==> src/rtl/ttt_move_sequencer.sv <==
`default_nettype none
// ============================================================================
// ttt_move_sequencer : tic-tac-toe match controller and board write arbiter
// Rev 1.0
// ============================================================================
module ttt_move_sequencer #(
  parameter int WIN_TARGET   = 3,
  parameter int TURN_TIMEOUT = 200,
  parameter int TO_W         = 8
) (
  input  logic       clk,
  input  logic       rst_n,
  input  logic       play,
  input  logic       p_req,
  input  logic [3:0] p_pos,
  output logic       p_ack,
  input  logic       c_req,
  input  logic [3:0] c_pos,
  output logic       c_ack,
  output logic [3:0] rd_pos,
  input  logic       cell_occupied,
  output logic       wr_en,
  output logic [3:0] wr_pos,
  output logic [1:0] wr_mark,
  output logic       board_clr,
  input  logic       win,
  input  logic       who,
  input  logic       no_space,
  output logic       turn,
  output logic       illegal,
  output logic       timeout,
  output logic       game_over,
  output logic [3:0] p_score,
  output logic [3:0] c_score,
  output logic       match_over
);

  localparam logic [2:0] c_ST_IDLE      = 3'd0;
  localparam logic [2:0] c_ST_CLEAR     = 3'd1;
  localparam logic [2:0] c_ST_P_WAIT    = 3'd2;
  localparam logic [2:0] c_ST_C_WAIT    = 3'd3;
  localparam logic [2:0] c_ST_WRITE     = 3'd4;
  localparam logic [2:0] c_ST_EVAL      = 3'd5;
  localparam logic [2:0] c_ST_DONE      = 3'd6;
  localparam logic [2:0] c_ST_MATCH_END = 3'd7;

  localparam logic [TO_W-1:0] c_TO_LAST = TO_W'(TURN_TIMEOUT - 1);
  localparam logic [3:0]      c_WIN     = 4'(WIN_TARGET);
  localparam logic [1:0]      c_MARK_P  = 2'b01;
  localparam logic [1:0]      c_MARK_C  = 2'b10;

  logic [2:0]      r_state;
  logic            r_first;
  logic            r_turn;
  logic [TO_W-1:0] r_to_cnt;
  logic [3:0]      r_p_score;
  logic [3:0]      r_c_score;
  logic [3:0]      r_wr_pos;
  logic [1:0]      r_wr_mark;
  logic            r_wr_en;
  logic            r_p_ack;
  logic            r_c_ack;
  logic            r_illegal;
  logic            r_timeout;
  logic            r_board_clr;
  logic            r_game_over;
  logic            r_match_over;

  logic [2:0]      w_next;
  logic            w_req;
  logic [3:0]      w_pos;
  logic            w_pos_ok;
  logic            w_in_wait;
  logic            w_legal;
  logic            w_bad;
  logic            w_expire;
  logic            w_turn_nx;
  logic            w_first_nx;
  logic [3:0]      w_p_score_nx;
  logic [3:0]      w_c_score_nx;
  logic [3:0]      w_wr_pos_nx;
  logic [1:0]      w_wr_mark_nx;

  // Only the side to move is ever looked at; the other requester simply waits.
  assign w_req     = r_turn ? c_req : p_req;
  assign w_pos     = r_turn ? c_pos : p_pos;
  assign w_pos_ok  = (w_pos >= 4'd1) && (w_pos <= 4'd9);
  assign w_in_wait = (r_state == c_ST_P_WAIT) || (r_state == c_ST_C_WAIT);
  assign rd_pos    = w_pos;

  always_comb begin
    w_next       = r_state;
    w_legal      = 1'b0;
    w_bad        = 1'b0;
    w_expire     = 1'b0;
    w_turn_nx    = r_turn;
    w_first_nx   = r_first;
    w_p_score_nx = r_p_score;
    w_c_score_nx = r_c_score;
    w_wr_pos_nx  = r_wr_pos;
    w_wr_mark_nx = r_wr_mark;
    case (r_state)
      c_ST_IDLE: begin
        if (play) w_next = c_ST_CLEAR;
      end
      c_ST_CLEAR: begin
        w_turn_nx = r_first;
        w_next    = r_first ? c_ST_C_WAIT : c_ST_P_WAIT;
      end
      c_ST_P_WAIT, c_ST_C_WAIT: begin
        if (w_req && w_pos_ok && !cell_occupied) begin
          // A legal move beats an expiring turn in the same cycle.
          w_legal      = 1'b1;
          w_wr_pos_nx  = w_pos;
          w_wr_mark_nx = r_turn ? c_MARK_C : c_MARK_P;
          w_next       = c_ST_WRITE;
        end else begin
          w_bad = w_req;
          if (r_to_cnt == c_TO_LAST) begin
            w_expire  = 1'b1;
            w_turn_nx = ~r_turn;
            w_next    = r_turn ? c_ST_P_WAIT : c_ST_C_WAIT;
          end
        end
      end
      c_ST_WRITE: begin
        w_next = c_ST_EVAL;
      end
      c_ST_EVAL: begin
        if (win) begin
          w_next = c_ST_DONE;
          if (!who) begin
            if (r_p_score < c_WIN) w_p_score_nx = r_p_score + 4'd1;
          end else begin
            if (r_c_score < c_WIN) w_c_score_nx = r_c_score + 4'd1;
          end
        end else if (no_space) begin
          w_next = c_ST_DONE;
        end else begin
          w_turn_nx = ~r_turn;
          w_next    = r_turn ? c_ST_P_WAIT : c_ST_C_WAIT;
        end
      end
      c_ST_DONE: begin
        if ((r_p_score == c_WIN) || (r_c_score == c_WIN)) begin
          w_next = c_ST_MATCH_END;
        end else if (play) begin
          w_first_nx = ~r_first;
          w_next     = c_ST_CLEAR;
        end
      end
      c_ST_MATCH_END: begin
        if (play) begin
          w_p_score_nx = 4'd0;
          w_c_score_nx = 4'd0;
          w_first_nx   = 1'b0;
          w_next       = c_ST_CLEAR;
        end
      end
      default: begin
        w_next = c_ST_IDLE;
      end
    endcase
  end

  always_ff @(posedge clk) begin
    if (!rst_n) begin
      r_state      <= c_ST_IDLE;
      r_first      <= 1'b0;
      r_turn       <= 1'b0;
      r_to_cnt     <= '0;
      r_p_score    <= 4'd0;
      r_c_score    <= 4'd0;
      r_wr_pos     <= 4'd0;
      r_wr_mark    <= 2'b00;
      r_wr_en      <= 1'b0;
      r_p_ack      <= 1'b0;
      r_c_ack      <= 1'b0;
      r_illegal    <= 1'b0;
      r_timeout    <= 1'b0;
      r_board_clr  <= 1'b0;
      r_game_over  <= 1'b0;
      r_match_over <= 1'b0;
    end else begin
      r_state      <= w_next;
      r_first      <= w_first_nx;
      r_turn       <= w_turn_nx;
      // Counter restarts on every entry to a wait state and runs while waiting.
      r_to_cnt     <= (w_in_wait && (w_next == r_state)) ? r_to_cnt + 1'b1 : '0;
      r_p_score    <= w_p_score_nx;
      r_c_score    <= w_c_score_nx;
      r_wr_pos     <= w_wr_pos_nx;
      r_wr_mark    <= w_wr_mark_nx;
      r_wr_en      <= w_legal;
      r_p_ack      <= w_legal & ~r_turn;
      r_c_ack      <= w_legal & r_turn;
      r_illegal    <= w_bad;
      r_timeout    <= w_expire;
      r_board_clr  <= (w_next == c_ST_CLEAR);
      r_game_over  <= (w_next == c_ST_DONE) || (w_next == c_ST_MATCH_END);
      r_match_over <= (w_next == c_ST_MATCH_END);
    end
  end

  assign p_ack      = r_p_ack;
  assign c_ack      = r_c_ack;
  assign wr_en      = r_wr_en;
  assign wr_pos     = r_wr_pos;
  assign wr_mark    = r_wr_mark;
  assign board_clr  = r_board_clr;
  assign turn       = r_turn;
  assign illegal    = r_illegal;
  assign timeout    = r_timeout;
  assign game_over  = r_game_over;
  assign p_score    = r_p_score;
  assign c_score    = r_c_score;
  assign match_over = r_match_over;

endmodule
`default_nettype wire
==> config.mk <==
export PLATFORM = sky130hd
export DESIGN_NAME = ttt_move_sequencer
export DESIGN_NICKNAME = d
export VERILOG_FILES = /design/src/rtl/ttt_move_sequencer.sv
export SDC_FILE = /design/constraint.sdc
export NUM_CORES = 1
export LEC_CHECK = 0
export CAP_MARGIN = 20
export CORE_ASPECT_RATIO = 0.8
export CORE_MARGIN = 4
export CORE_UTILIZATION = 48
export DETAILED_ROUTE_END_ITERATION = 6
export PLACE_DENSITY = 0.79
export SLEW_MARGIN = 20
export SYNTH_ARGS = -nofsm -noshare
export SYNTH_HDL_FRONTEND = slang
export SYNTH_SLANG_ARGS = --single-unit
==> constraint.sdc <==
create_clock -name clk -period 2.36 [get_ports clk]
set_input_delay 0.236 -clock clk [delete_from_list [all_inputs] [get_ports clk]]
set_output_delay 0.236 -clock clk [all_outputs]
set_load 0.01 [all_outputs]
==> metrics.yaml, run 1 <==
critical_path:
  critPathLaunchType: "register"
  critPathMaxFanout: 5
  critPathKind: "reg -> reg"
  r2r-start: "c_score[0]"
  setup.worst_path.start: "c_score[0]"
  required_ns: 2.57
  cp-end-kind: "register"
  crit_arrival_ns: 2.31
synth:
  synth_seq_cells: 35
  ys_seq_area_share_pct: 42.7
  syn_area_um2: 1640
  yosys.area.top_type: "dfxtp_1"
  ys_warn_count: 0
  synth-edff-count: 0
  synth_area_leaders: "dfxtp_1 43%, mux2i_1 4.9%, nor2_1 3.9%"
  syn_inst: 181
  synth_top_area_share_pct: 42.7
  synth_ff_type: "dfxtp_1"
  syn-num-nets: 201
  async_reset_ff_share_pct: 0
  avgSynthCellArea_um2: 9.08
  ys_types: 48
timing:
  layout_setup_ws_ns: 0.254
  finalSetupTns_ns: 0
  finalHoldViolCount: 0
  skew_ns: 0.00485
  slew_headroom_pct: 68.9
  min_period_ns: 2.11
  tightest_slew_ns: 0.462
  finalSetupViolations: 0
  fmax_mhz: 475
  maxSlewViolCount: 0
  period_share_pct: 89.2
  rsz0062_at_grt: "no"
floorplanning:
  die-width_um: 73.4
  fp.coreArea_um2: 3180
  io_pins: 44
  die_h_um: 60.3
  num_rows: 18
  dieArea_um2: 4430
  start_util_pct: 51.7
final_layout:
  fillCellCount: 256
  area_delta_synth_final_pct: 36.3
  nets: 247
  instances_no_fill: 268
  diodes: 0
  drive_above_1_share_pct: 10.5
route:
  drt-pass1-iter-count: 4
  wl_mm: 4.14
  routedWlPerCell_um: 15.5
  vias: 1534
  antenna_left: 0
  viasPerCell: 5.72
  drc: 0
  drt_iter0_drc: 126
clock_tree:
  cts_buffer_depth: 2
  htree_levels: 2
  clockRootBuffer: "clkbuf_8"
  insertion_delay_ns: 0.28
  cts_buffers: 5
  cts_sinks: 35
  clk_pin_slew_worst_paths_ns: 0.07
  postCtsSetupBuffers: 0
  cts_tree: "yes"
  postCtsResizedCells: 0
  cts_hold_repair.buffers: 0
grt:
  overflow: 0
  grt_util_all_layers_pct: 20.5
  grt_pass1_vias: 1509
  grt_max_degree: 13
  grt_pass1_wl_mm: 6.98
  antenna_found_initial: 0
place:
  dp.cells: 260
  dp_hpwl_mm: 3.21
  place_ws_ns: 0.00770
  finalWeightedCongestion: 0.833
  io_buffer_count: 43
min_path:
  min-delay-start: "wr_pos[0]"
  hp-class: "reg -> reg"
pwr:
  ir_drop_v: 0.000466
  leakagePower_nw: 0.808
  p_per_area_nw_per_um2: 608
run_status:
  status: "completed"
job:
  max_cap_violations: 0
-- metrics by stage --
| stage | hold slack, ns | area [um2] | power [mW] | utilization (%) |
|---|---|---|---|---|
| final | 0.500 | 2240 | 1.36 | 70.5 |
| after global placement | 0.472 | 2120 | 0.815 | 66.8 |
| after floorplan | 0.385 | 1640 | 0.741 | - |
| after CTS | 0.503 | 2240 | 1.37 | 70.5 |
| after detailed placement | 0.482 | 2120 | 0.824 | 66.8 |
| after global routing | 0.525 | 2240 | 1.41 | 70.5 |
-- synthesized netlist by cell type, types with 5 or more instances --
library cell / number
inv_1: 5
mux2i_1: 8
nor3_1: 11
nand2b_1: 7
a21oi_1: 9
nand2_1: 7
nor2_1: 17
nand3_1: 10
dfxtp_1: 35
-- area by class of cell --
| cell class | instances | area [um2] | share of cell area [%] |
|---|---|---|---|
| tap | 40 | 50.0 | 2.24 |
| timing repair buffer | 46 | 453 | 20.2 |
| inverter | 5 | 18.8 | 0.838 |
| multi-input combinational | 134 | 898 | 40.1 |
| clock buffer | 6 | 82.6 | 3.69 |
| sequential | 35 | 701 | 31.3 |
| clock inverter | 2 | 35.0 | 1.57 |
-- kinds of logic (layout without fill, tap and decap cells) --
group           after synthesis  count (layout)  share of synthesized area [%]
simple gates                 81              81                           27.7
compound gates               32              32                           13.5
xor+xnor                      6               6                           3.20
buf+inv                      12              59                           3.05
fa+ha+maj                     3               3                           2.29
flops                        35              35                           42.7
mux                          12              12                           7.62
-- layer usage --
layer,global-route usage [%],share of wire [%]
met1,26.2,45
met3,4.71,6.7
met4,6.72,1.4
met5,0,0
met2,34.5,47
-- flip-flops by register name (all words and copies together), names as in the netlist, 2 cells and up --
register and flops:
r_to_cnt 8, c_score 4, p_score 4, wr_pos 4, r_state 3, wr_mark 2
-- cell usage in the layout, fill, tap and decap left out, types with 5 or more instances in the layout --
master,instances
nor3_1,11
dfxtp_1,35
mux2i_1,8
inv_1,5
nand3_1,10
clkbuf_8,6
nand2b_1,7
nand2_1,7
a21oi_1,9
clkdlybuf4s50_1,43
nor2_1,17
-- worst paths after layout --
kind / to / slack, ns / depth (start not counted)
worst max-delay path: match_over / 0.25 / 6
worst min-delay path: wr_pos[0] / 0.50 / 2
worst max register to register: match_over / 0.25 / 6
worst min register to register: wr_pos[0] / 0.50 / 2
-- worst max-delay path, cell delays in order (launching register included) --
cell and delay, ns:
dfxtp_1 0.40, ha_1 0.21, or3b_4 0.41, and4_4 0.20, or4_4 0.50, o21bai_1 0.17, a21boi_1 0.15
-- report_power, final --
part | switching, mW | total [mW] | internal [mW]
clock network | 0.203 | 0.545 | 0.341
logic | 0.0945 | 0.191 | 0.0969
registers | 0.0213 | 0.625 | 0.604
(Power assumes the default switching activity.)
==> inputs of run 2 (changes only) <==
--- a/config.mk
+++ b/config.mk
@@ -6,7 +6,6 @@
 export NUM_CORES = 1
 export LEC_CHECK = 0
 export CAP_MARGIN = 20
-export CORE_ASPECT_RATIO = 0.8
 export CORE_MARGIN = 4
 export CORE_UTILIZATION = 48
 export DETAILED_ROUTE_END_ITERATION = 6
==> run 2 against run 1 <==
  * Clock power shrank 43%
  * Cell area shrank 1.8%
  * Routed wire length shrank 0.34%
  * Critical path depth is the same
  * Combinational power grew 3%
  * Core utilization shrank 0.77 points
  * Clock skew grew 0.0025 ns
  * Final cell count grew 2.6%
  * Maximum frequency shrank 1.2%
  * Critical endpoint is now wr_pos[3]
  * Global-route usage grew 0.84 points
  * Via count shrank 0.78%
  * Sequential power is essentially flat
==> metrics.yaml, run 2 (synthesis results as in run 1) <==
final_layout:
  fillCellCount: 263  # +2.7%
  diodes: 0  # unchanged
  regMostFlops: "r_to_cnt"
  drive_above_1_share_pct: 10.8  # +0.30 points
  final_cell_mix: "43 x clkdlybuf4s50_1, 35 x dfxtp_1, 17 x nor2_1, 11 x nor3_1, 10 x nand3_1"
  nets: 250  # +1.2%
  final_area_um2: 2200  # -1.8%
  area_delta_synth_final_pct: 33.8
  largest_reg_flops: 8  # unchanged
  instances_no_fill: 275  # +2.6%
  final_common_cell: "clkdlybuf4s50_1"
critical_path:
  worstPathCellList: "nand2_1 -> o21a_1 -> nor4_2 -> buf_4 -> mux2i_1 -> nor2_1"
  crit_arrival_ns: 2.37  # +0.06 ns
  critPathLaunchType: "register"
  path_delay_family: "simple AND/OR/NAND/NOR gates"
  max_stage_delay_ns: 0.55  # +0.05 ns
  critPathBufInv: 1  # +1
  critPathKind: "reg -> reg"
  critPathMaxFanout: 10  # +5
  cp-end-kind: "register"
  crit_slowest_cell: "dfxtp_1"
  required_ns: 2.60  # +0.03 ns
grt:
  grt_util_all_layers_pct: 21.4  # +0.84 points
  grt_pass1_vias: 1579  # +4.6%
  grt_max_degree: 12  # -1
  antenna_found_initial: 0  # unchanged
  overflow: 0  # unchanged
  grt_pass1_wl_mm: 7.16  # +2.5%
floorplanning:
  start_util_pct: 52.1  # +0.37 points
  fp.coreArea_um2: 3150  # -0.71%
  die_h_um: 66.5  # +10%
  die-width_um: 66.5  # -9.4%
  num_rows: 20  # +2
  io_pins: 44  # unchanged
  dieArea_um2: 4420  # -0.13%
route:
  drt-pass1-iter-count: 4  # unchanged
  viasPerCell: 5.53  # -3.3%
  antenna_left: 0  # unchanged
  wl_mm: 4.13  # -0.34%
  drc: 0  # unchanged
  drt_iter0_drc: 115  # -8.7%
  vias: 1522  # -0.78%
  routedWlPerCell_um: 15.0  # -2.9%
timing:
  finalSetupTns_ns: 0  # unchanged
  rsz0062_at_grt: "no"
  finalHoldViolCount: 0  # unchanged
  maxSlewViolCount: 0  # unchanged
  period_share_pct: 90.3  # +1.1 points
  finalSetupViolations: 0  # unchanged
  fmax_mhz: 469  # -1.2%
  slew_headroom_pct: 60.5  # -8.3 points
  tightest_slew_ns: 0.587  # +0.125 ns
  skew_ns: 0.00739  # +0.00255 ns
  layout_setup_ws_ns: 0.229  # -0.0248 ns
  min_period_ns: 2.13  # +0.0248 ns
run_status:
  status: "completed"
clock_tree:
  postCtsSetupBuffers: 0  # unchanged
  cts_buffer_depth: 2  # unchanged
  cts_buffers: 5  # unchanged
  htree_levels: 2  # unchanged
  cts_hold_repair.buffers: 0  # unchanged
  clockRootBuffer: "clkbuf_4"
  cts_sinks: 35  # unchanged
  clk_pin_slew_worst_paths_ns: 0.10  # +0.03 ns
  insertion_delay_ns: 0.34  # +0.06 ns
  postCtsResizedCells: 0  # unchanged
  cts_tree: "yes"
pwr:
  p_per_area_nw_per_um2: 515  # -15%
  leakagePower_nw: 0.792  # -2.0%
  ir_drop_v: 0.000308  # -34%
place:
  dp_hpwl_mm: 3.21  # +0.25%
  io_buffer_count: 43  # unchanged
  dp.cells: 267  # +2.7%
  place_ws_ns: 0.0801  # +0.0724 ns
  finalWeightedCongestion: 0.943  # +13%
  dpl_cell_area_um2: 2150  # +1.3%
min_path:
  hp-class: "in -> reg"
job:
  max_cap_violations: 0  # unchanged
run 2: report_power, final:
part | switching [mW] | leakage (nW) | internal [mW]
clock | 0.197 | 0.0293 | 0.116
sequential | 0.0185 | 0.283 | 0.604
combinational | 0.0938 | 0.480 | 0.102
run 2: worst register-to-register path, delay by kind of cell, from the launching register on:
family	cells	cell delay, ns
AO/OA/AOI/OAI	1	0.24
AND/OR/NAND/NOR	3	0.77
buffers and inverters	1	0.28
flip-flops	1	0.55
multiplexers	1	0.21
run 2: stage by stage:
| stage | power, mW | hold WS (ns) | util, % |
|---|---|---|---|
| 2_1_floorplan | 0.741 | 0.385 | - |
| 3_3_place_gp | 0.822 | 0.474 | 68.1 |
| 3_5_place_dp | 0.830 | 0.490 | 68.1 |
| 4_1_cts | 1.14 | 0.491 | 69.7 |
| 5_1_grt | 1.20 | 0.513 | 69.7 |
| 6_report | 1.13 | 0.495 | 69.7 |
run 2: area by class of cell:
type                            instances  area (um2)  area share, %
Multi-Input combinational cell        134         898           40.9
Sequential cell                        35         701           31.9
Timing Repair Buffer                   49         475           21.6
Tap cell                               44        55.1           2.50
Clock buffer                            7        45.0           2.05
Inverter                                5        18.8          0.854
Clock inverter                          1        5.00          0.228
run 2: final timing paths:
check | startpoint | to | slack [ns] | cells after the start
worst min register to register | wr_pos[0] | wr_pos[0] | 0.51 | 2
worst max register to register | turn | wr_pos[3] | 0.23 | 6
worst max-delay path | turn | wr_pos[3] | 0.23 | 6
worst min-delay path | c_req | illegal | 0.50 | 3
run 2: layer usage:
| layer | GRT usage (%) | wire length (um) | vias up |
|---|---|---|---|
| met2 | 35.8 | 2020 | 56 |
| met5 | 0 | 0 | - |
| li1 | - | - | 751 |
| met1 | 23.9 | 1700 | 699 |
| met3 | 6.24 | 245 | 16 |
| met4 | 12.2 | 159 | 0 |
==> inputs of run 3 (changes only) <==
--- a/config.mk
+++ b/config.mk
@@ -6,10 +6,12 @@
 export NUM_CORES = 1
 export LEC_CHECK = 0
 export CAP_MARGIN = 20
+export CORE_ASPECT_RATIO = 0.8
 export CORE_MARGIN = 4
 export CORE_UTILIZATION = 48
 export DETAILED_ROUTE_END_ITERATION = 6
 export PLACE_DENSITY = 0.79
+export SKIP_LAST_GASP = 1
 export SLEW_MARGIN = 20
 export SYNTH_ARGS = -nofsm -noshare
 export SYNTH_HDL_FRONTEND = slang
==> results of run 3 <==
Final layout, timing and power as in run 1 (identical DEF).
